File: config.mk
export PLATFORM = sky130hd
export DESIGN_NAME = pc_sequencer
export DESIGN_NICKNAME = d
export VERILOG_FILES = /design/src/rtl/riscv_pkg.sv /design/src/rtl/pc_next_sel.sv /design/src/rtl/pc_sequencer.sv
export SDC_FILE = /design/constraint.sdc
export NUM_CORES = 1
export LEC_CHECK = 0
export ABC_AREA = 0
export ABC_CLOCK_PERIOD_IN_PS = 3300
export CORE_AREA = 4 4 149 115
export DETAILED_ROUTE_END_ITERATION = 10
export DIE_AREA = 0 0 153 119
export GPL_TIMING_DRIVEN = 1
export PLACE_DENSITY = 0.76
export SLEW_MARGIN = 10
export SYNTH_ARGS = -nofsm -noshare
export SYNTH_HDL_FRONTEND = slang
export SYNTH_SLANG_ARGS = --single-unit
File: constraint.sdc
create_clock -name clk -period 3.3 [get_ports clk]
set_clock_uncertainty 0.15 [all_clocks]
set_input_delay 0.66 -clock clk [delete_from_list [all_inputs] [get_ports clk]]
set_output_delay 0.66 -clock clk [all_outputs]
set_load 0.02 [all_outputs]
File: src/rtl/riscv_pkg.sv
// Shared fetch-stage types: sequencer states, next-pc selector codes and the boot address.
package riscv_pkg;

  typedef enum logic [1:0] {
    IDLE,
    RUN,
    HALT
  } pc_state_t;

  typedef enum logic [2:0] {
    SEL_TRAP,
    SEL_RET,
    SEL_BRANCH,
    SEL_MISALIGN,
    SEL_HOLD,
    SEL_SEQ
  } pc_sel_t;

  localparam logic [31:0] DEFAULT_RESET_VECTOR = 32'hBFC00000;

endpackage

File: src/rtl/pc_next_sel.sv
// Combinational priority encoder choosing the next fetch address while running.
import riscv_pkg::*;

module pc_next_sel #(
  parameter int ADDRESS_WIDTH = 32,
  parameter int ALIGN_BITS    = 2
) (
  input  logic                     trap,
  input  logic                     ret,
  input  logic                     pc_branch,
  input  logic                     stall,
  input  logic [ADDRESS_WIDTH-1:0] pc,
  input  logic [ADDRESS_WIDTH-1:0] pc_target,
  input  logic [ADDRESS_WIDTH-1:0] trap_vector,
  input  logic [ADDRESS_WIDTH-1:0] epc,
  output pc_sel_t                  sel,
  output logic [ADDRESS_WIDTH-1:0] next_pc
);

  localparam logic [ADDRESS_WIDTH-1:0] STEP       = ADDRESS_WIDTH'(1) << ALIGN_BITS;
  localparam logic [ADDRESS_WIDTH-1:0] ALIGN_MASK = STEP - ADDRESS_WIDTH'(1);

  logic misaligned;

  assign misaligned = (pc_target & ALIGN_MASK) != '0;

  // Redirects outrank stall, so a stalled cycle can still be redirected.
  always_comb begin
    sel     = SEL_SEQ;
    next_pc = pc + STEP;
    if (trap) begin
      sel     = SEL_TRAP;
      next_pc = trap_vector;
    end else if (ret) begin
      sel     = SEL_RET;
      next_pc = epc;
    end else if (pc_branch && !misaligned) begin
      sel     = SEL_BRANCH;
      next_pc = pc_target;
    end else if (pc_branch) begin
      sel     = SEL_MISALIGN;
      next_pc = trap_vector;
    end else if (stall) begin
      sel     = SEL_HOLD;
      next_pc = pc;
    end
  end

endmodule

File: src/rtl/pc_sequencer.sv
// Fetch-address generator: run/halt FSM, trap/return redirection with saved epc,
// misaligned-branch trapping and a retired-fetch counter.
import riscv_pkg::*;

module pc_sequencer #(
  parameter int                       ADDRESS_WIDTH = 32,
  parameter logic [ADDRESS_WIDTH-1:0] RESET_VECTOR  = ADDRESS_WIDTH'(DEFAULT_RESET_VECTOR),
  parameter int                       ALIGN_BITS    = 2,
  parameter int                       COUNT_WIDTH   = 32
) (
  input  logic                     clk,
  input  logic                     rst,
  input  logic                     trigger,
  input  logic                     halt,
  input  logic                     stall,
  input  logic                     pc_branch,
  input  logic [ADDRESS_WIDTH-1:0] pc_target,
  input  logic                     trap,
  input  logic [ADDRESS_WIDTH-1:0] trap_pc,
  input  logic [ADDRESS_WIDTH-1:0] trap_vector,
  input  logic                     ret,
  output logic [ADDRESS_WIDTH-1:0] pc,
  output logic                     pc_valid,
  output logic [ADDRESS_WIDTH-1:0] epc,
  output logic                     misalign,
  output logic [COUNT_WIDTH-1:0]   fetch_count
);

  pc_state_t                state;
  pc_state_t                state_next;
  pc_sel_t                  sel;
  logic [ADDRESS_WIDTH-1:0] sel_pc;
  logic [ADDRESS_WIDTH-1:0] pc_d;
  logic [ADDRESS_WIDTH-1:0] epc_d;
  logic                     count_inc;
  logic                     misalign_d;

  pc_next_sel #(
    .ADDRESS_WIDTH(ADDRESS_WIDTH),
    .ALIGN_BITS   (ALIGN_BITS)
  ) u_next_sel (
    .trap       (trap),
    .ret        (ret),
    .pc_branch  (pc_branch),
    .stall      (stall),
    .pc         (pc),
    .pc_target  (pc_target),
    .trap_vector(trap_vector),
    .epc        (epc),
    .sel        (sel),
    .next_pc    (sel_pc)
  );

  always_ff @(posedge clk or posedge rst) begin
    if (rst) state <= IDLE;
    else     state <= state_next;
  end

  // Dropping trigger wins over everything; a trap also overrides halt.
  always_comb begin
    state_next = state;
    case (state)
      IDLE:    if (trigger) state_next = RUN;
      RUN: begin
        if (!trigger)    state_next = IDLE;
        else if (!trap && halt) state_next = HALT;
      end
      HALT: begin
        if (!trigger)            state_next = IDLE;
        else if (trap || !halt)  state_next = RUN;
      end
      default: state_next = IDLE;
    endcase
  end

  always_comb begin
    pc_valid   = (state == RUN);
    pc_d       = pc;
    epc_d      = epc;
    count_inc  = 1'b0;
    misalign_d = 1'b0;
    case (state)
      RUN: begin
        if (!trigger) begin
          pc_d = RESET_VECTOR;
        end else if (trap || !halt) begin
          pc_d      = sel_pc;
          count_inc = (sel != SEL_HOLD);
          if (sel == SEL_TRAP) epc_d = trap_pc;
          if (sel == SEL_MISALIGN) begin
            epc_d      = pc_target;
            misalign_d = 1'b1;
          end
        end
      end
      HALT: begin
        if (!trigger) begin
          pc_d = RESET_VECTOR;
        end else if (trap) begin
          pc_d  = trap_vector;
          epc_d = trap_pc;
        end
      end
      default: pc_d = RESET_VECTOR;
    endcase
  end

  always_ff @(posedge clk or posedge rst) begin
    if (rst) begin
      pc          <= RESET_VECTOR;
      epc         <= '0;
      misalign    <= 1'b0;
      fetch_count <= '0;
    end else begin
      pc       <= pc_d;
      epc      <= epc_d;
      misalign <= misalign_d;
      if (count_inc) fetch_count <= fetch_count + COUNT_WIDTH'(1);
    end
  end

endmodule

Word level (Yosys, flattened, before mapping)
Index checks and enable logic that the tools add are counted.
{ "classes": {"addsub": 2, "multipliers": 0, "div_mod_pow": 0, "magnitude_cmp": 0, "n_eq_ne": 15, "n_shift": 0, "n_mux": 35, "bitwise_logic": 0, "n_reduce_logical": 13} }
{ "op_table": {"columns": ["cell", "n"], "rows": [
  ["$mux W32", 15],
  ["$pmux W32 S2", 2],
  ["$add A32 B1 Y32 const B", 1],
  ["$add A32 B3 Y32 const B", 1],
  ["$reduce_bool A32 Y1", 1],
  ["$mux W3", 4],
  ["$mux W2", 5],
  ["$ne A3 B3 Y1 const B", 3],
  ["$mux W1", 8],
  ["$ne A2 B2 Y1 const B", 4],
  ["$ne A7 B6 Y1 const B", 1],
  ["$ne A3 B2 Y1 const B", 2],
  ["$pmux W2 S3", 1],
  ["$reduce_and A3 Y1", 2],
  ["$reduce_and A6 Y1", 1],
  ["$eq A3 B2 Y1 const B", 1],
  ["$logic_not A1 Y1", 3],
  ["$logic_not A3 Y1", 1],
  ["$ne A3 B1 Y1 const B", 1],
  ["$eq A2 B1 Y1 const B", 1],
  ["$eq A2 B2 Y1 const B", 1],
  ["$logic_and A1 B1 Y1", 2],
  ["$logic_not A2 Y1", 1],
  ["$ne A2 B1 Y1 const B", 1],
  ["other kinds (2)", 2]
]} }
{ "totals": {"regBits": 99, "latch_bits": 0, "ram_bits": 0, "mem_bits_ro": 0, "inputBits": 104, "out_inout_bits": 98, "word_cells": 70, "memories": 0} }

Logic depth before layout (Yosys ltp)
{ "logic_depth": {"ltp_word": 12, "mapped_depth": 10, "depth_no_buf": 7} }

Hierarchy
A second synthesis with hierarchy kept.
{ "hier_totals": {"cells_unflattened": 720, "area_unflattened_um2": 6523.8} }
{ "by_module_without_submodules": {"columns": ["module", "n_inst", "cells_per_inst", "area_each_um2", "seq_area_each_um2"], "rows": [
  ["pc_sequencer", 1, 451, 4732.0, 2488.6],
  ["pc_next_sel", 1, 269, 1791.7, 0.0]
]} }

Worst setup path before layout
Ideal clock, no wire load.
{ "synth_path": {"path_kind": "input to register", "start": "in pc_branch", "end": "reg pc[21]", "setup_time_ns": 0.121, "arrival_time_ns": 2.205, "required_time_ns": 3.029, "path_slack_ns": 0.824, "cell_stages": 7, "path_buffers": 2, "path_cell_list": "buf_2 -> or3b_1 -> a222oi_1 -> buf_4 -> a21oi_2 -> a21o_1 -> a22o_1"} }
{ "synth_between": {"elab_chain_len": 7, "elab_cells_between_ends": 10, "classes_between": "eq/ne: 1; mux: 7; reduce/logical: 2"} }
{ "synth_lines": {"columns": ["element", "line_no", "text"], "rows": [
  ["start: declaration", "pc_sequencer.sv:16", "input logic pc_branch,"],
  ["$mux W32 or $logic_and A1 B1 Y1 (tied branches)", "pc_next_sel.sv:40, pc_next_sel.sv:37", null],
  ["$mux W32", "pc_next_sel.sv:37", "end else if (pc_branch && !misaligned) begin"],
  ["$mux W32", "pc_next_sel.sv:34", "end else if (ret) begin"],
  ["$mux W32", "pc_next_sel.sv:31", "if (trap) begin"],
  ["$mux W32", "pc_sequencer.sv:86", "end else if (trap || !halt) begin"],
  ["$mux W32", "pc_sequencer.sv:84", "if (!trigger) begin"],
  ["$pmux W32 S2", "pc_sequencer.sv:82", "case (state)"],
  ["end signal: assignment", "pc_sequencer.sv:115", "pc <= pc_d;"],
  ["end: declaration", "pc_sequencer.sv:22", "output logic [ADDRESS_WIDTH-1:0] pc,"]
]} }
Parallel ways exist; a longest one is shown, timed or not. The select of a mux whose other input is x is not followed.
A chain may end at the register's enable or synchronous reset.

Worst setup path after layout
{ "layout_path": {"start": "reg state[0]", "end": "reg pc[27]"} }
{ "layout_between": {"elab_chain_len": 3, "elab_cells_between_ends": 7, "classes_between": "eq/ne: 5; mux: 1; reduce/logical: 1"} }
{ "layout_lines": {"columns": ["element", "line_no", "text"], "rows": [
  ["start: declaration", "pc_sequencer.sv:29", "pc_state_t state;"],
  ["start signal: assignment", "pc_sequencer.sv:56", "else state <= state_next;"],
  ["$eq A2 B1 Y1 or $eq A2 B2 Y1 (tied branches)", "pc_sequencer.sv:82", null],
  ["$ne A7 B6 Y1 (no line) (tied with other cells)", null, null],
  ["$reduce_and A3 Y1 (no line)", null, null]
]} }
Parallel ways exist; a longest one is shown, timed or not.

==> impl_metrics.yaml <==
run_status:
  outcome: "finished, final reports clean"
clock_network:
  cts_root_buffer: "clkbuf_16"
  numClockSinks: 99
  post_cts_buffers: 0
  clockBufferDepth: 2
  clk_pin_slew_worst_paths_ns: 0.07
  clkLatencyLatePin_ns: 0.36
  holdBufCountCts: 0
  htree_num_levels: 3
  cts_made_buffers: 9
  cts_tree: "built"
  cts_resized: 0
sta:
  slew-limit-headroom_pct: 51.7
  period_needed_ns: 2.86
  rsz0062_at_grt: "no"
  tns_ns: 0
  worst_slew_pin_slew_ns: 0.718
  period_share_pct: 86.6
  hold_viol: 0
  finalSetupViolCount: 0
  clock.fmax_mhz: 350
  final-max-slew-violation-count: 0
grt:
  globalRouteOverflowTotal: 0
  grt_start_max_net_pins: 65
  antenna_found_initial: 0
  grt_pass1_vias: 6618
  grt_pass1_wl_mm: 40.1
  grt_usage_pct: 28.2
layout:
  n_antenna_cell: 0
  multiInputGateArea_um2: 3810
  final_util_pct: 59.0
  drive_above_1_share_pct: 8.74
  area_delta_synth_final_pct: 40.6
  fillers: 1414
  fin_nets: 1078
  seqCellArea_um2: 2490
route:
  drt_pass1_iterations: 6
  wl_mm: 26.4
  viasPerCell: 6.06
  wire_per_inst_um: 22.3
  route.detailed.drc: 0
  num_vias: 7173
  ant_nets: 0
  drtIter0Drc: 855
power:
  p_comb_share_pct: 48.5
  p_sw_mw: 2.64
  intPower_mw: 3.49
  ir_drop_v: 0.000365
  seq_power_share_pct: 33.0
  p_leak_nw: 3.86
  p_clk_share_pct: 18.5
  switching_share_pct: 43.1
  powerDensity_nw_per_um2: 660
synth:
  netlist_top_cells_count: "98 x nand2_1, 90 x dfrtp_1, 78 x o21ai_0, 40 x mux2i_1, 38 x a21oi_1"
  synthArstFlopShare_pct: 100
  synth_area_leaders: "dfrtp_1 34%, mux2i_1 6.1%, o21ai_0 5.9%"
  synth_area_um2: 6600
  synth-seq-area-share_pct: 37.7
  syn_avg_cell_area_um2: 8.54
  synthDistinctLibCells: 78
  ys_ff_latch: 99
  synth_area_leader_cell: "dfrtp_1"
  synth_ff_type: "dfrtp_1"
  ys_warn_count: 0
  synth-edff-count: 0
  synthCells: 773
  yosysMostFrequentCell: "nand2_1"
  syn_nets: 883
  synth.top_cell.area_share_pct: 34.1
setup_path:
  required_ns: 3.44
  endpoint_kind: "flop"
  start_kind: "flop"
  critical_path_class: "reg2reg"
  critPathMaxStageDelay_ns: 0.65
  cp_cell_sequence: "inv_1 -> ha_1 -> nor2b_1 -> a222oi_1 -> buf_4 -> nor4_1 -> o31ai_1 -> o21a_1"
  cp_max_fo: 11
  arrival_ns: 3.00
  slowest_stage: "nor4_1"
die:
  io_pins: 202
  die_h_um: 119
  start_util_pct: 42.0
  fp.dieW_um: 153
  dieArea_um2: 18200
  core_area_um2: 15700
  num_rows: 40
place:
  dp_hpwl_mm: 20.6
  port-buffer-count: 201
  routabilityCongestion: 0.994
run:
  maxCapViolations: 0
worst_hold_path:
  min_path_type: "reg2reg"
==> worst max-delay path: cells and delay by family (launching register included) <==
| kind | cells | cell delay, ns |
|---|---|---|
| adders and majority gates | 1 | 0.29 |
| buffers and inverters | 2 | 0.34 |
| DFF | 1 | 0.39 |
| and+or+nand+nor | 2 | 1.11 |
| AOI/OAI and AO/OA | 3 | 0.51 |
==> flip-flops by register name, indices dropped and copies added (netlist names) <==
name         cells
epc             32
misalign         1
pc              32
fetch_count     32
state            2
==> cells by family (layout without fill, tap and decap cells) <==
logic type               after synthesis  count (layout)  share of synthesized area, %
AND/OR/NAND/NOR                      287             287                          22.4
AO/OA/AOI/OAI                        228             228                          22.8
flip-flops                            99              99                          37.7
buffers and inverters                 74             274                          4.65
multiplexers                          44              44                          6.75
XOR/XNOR                              35              35                          4.65
adder cells (fa/ha/maj)                6               6                          1.14
==> worst paths after layout <==
path,cells after the start,end,from,slack (ns)
max in group asynchronous,4,epc[6]$_DFFE_PP0P_,rst,1.70
worst min register to register,1,fetch_count[31]$_DFFE_PP0P_,fetch_count[31]$_DFFE_PP0P_,0.33
worst max-delay path,8,pc[27]$_DFFE_PP1P_,state[0]$_DFFE_PP0P_,0.44
min in group asynchronous,2,fetch_count[4]$_DFFE_PP0P_,rst,0.57
worst min-delay path,1,fetch_count[31]$_DFFE_PP0P_,fetch_count[31]$_DFFE_PP0P_,0.33
worst max register to register,8,pc[27]$_DFFE_PP1P_,state[0]$_DFFE_PP0P_,0.44
==> cells in the final DEF (no fill, tap or decap), drive strengths merged, types with 7 or more instances in the layout <==
master,n
nand2b,8
nand3,34
o211ai,9
xnor2,28
a31oi,9
a22oi,10
dfrtp,90
inv,23
nor2b,7
a21oi,39
nand4,29
a311oi,7
and3,12
buf,36
clkbuf,9
and4,10
a211oi,8
o21ai,78
and2,8
nor3,21
clkdlybuf4s50,201
nand2,98
dfstp,9
xor2,7
nor2,33
mux2i,40
==> metal layers <==
layer | vias up | part of all wire (%) | global-route usage (%) | wire length [um]
met2 | 423 | 41 | 39.1 | 10900
met1 | 3447 | 44 | 41.6 | 11700
met4 | 0 | 1.4 | 5.45 | 371
met5 | - | 0 | 0 | 0
li1 | 3273 | - | - | -
met3 | 30 | 13 | 11.0 | 3400
==> layout make-up <==
class                      count  share of cell area, %
multi-input combinational    600                   41.1
sequential                    99                   26.8
timing repair buffer         237                   25.0
tap                          210                   2.83
clock buffer                   9                   2.43
clock inverter                 7                  0.890
inverter                      21                  0.890
==> metrics by stage <==
step / instance area (um2) / hold slack (ns) / instances / total power [mW] / worst slack [ns]
2_1_floorplan: 6600 / 0.380 / 773 / 3.53 / 0.824
3_3_place_gp: 8970 / 0.315 / 1167 / 4.88 / 0.314
3_5_place_dp: 8970 / 0.321 / 1167 / 4.93 / 0.252
4_1_cts: 9280 / 0.333 / 1183 / 6.07 / 0.606
5_1_grt: 9280 / 0.376 / 1183 / 6.42 / 0.263
6_report: 9280 / 0.333 / 1183 / 6.13 / 0.442
==> power groups by stage <==
| stage | sequential, mW | clock, mW | combinational [mW] |
|---|---|---|---|
| floorplan | 2.24 | 0 | 1.29 |
| global placement | 2.01 | 0 | 2.87 |
| finish | 2.02 | 1.13 | 2.97 |
| global route | 2.07 | 1.19 | 3.17 |
| CTS | 2.00 | 1.14 | 2.92 |
| detailed placement | 2.02 | 0 | 2.91 |
(Power assumes the default switching activity.)
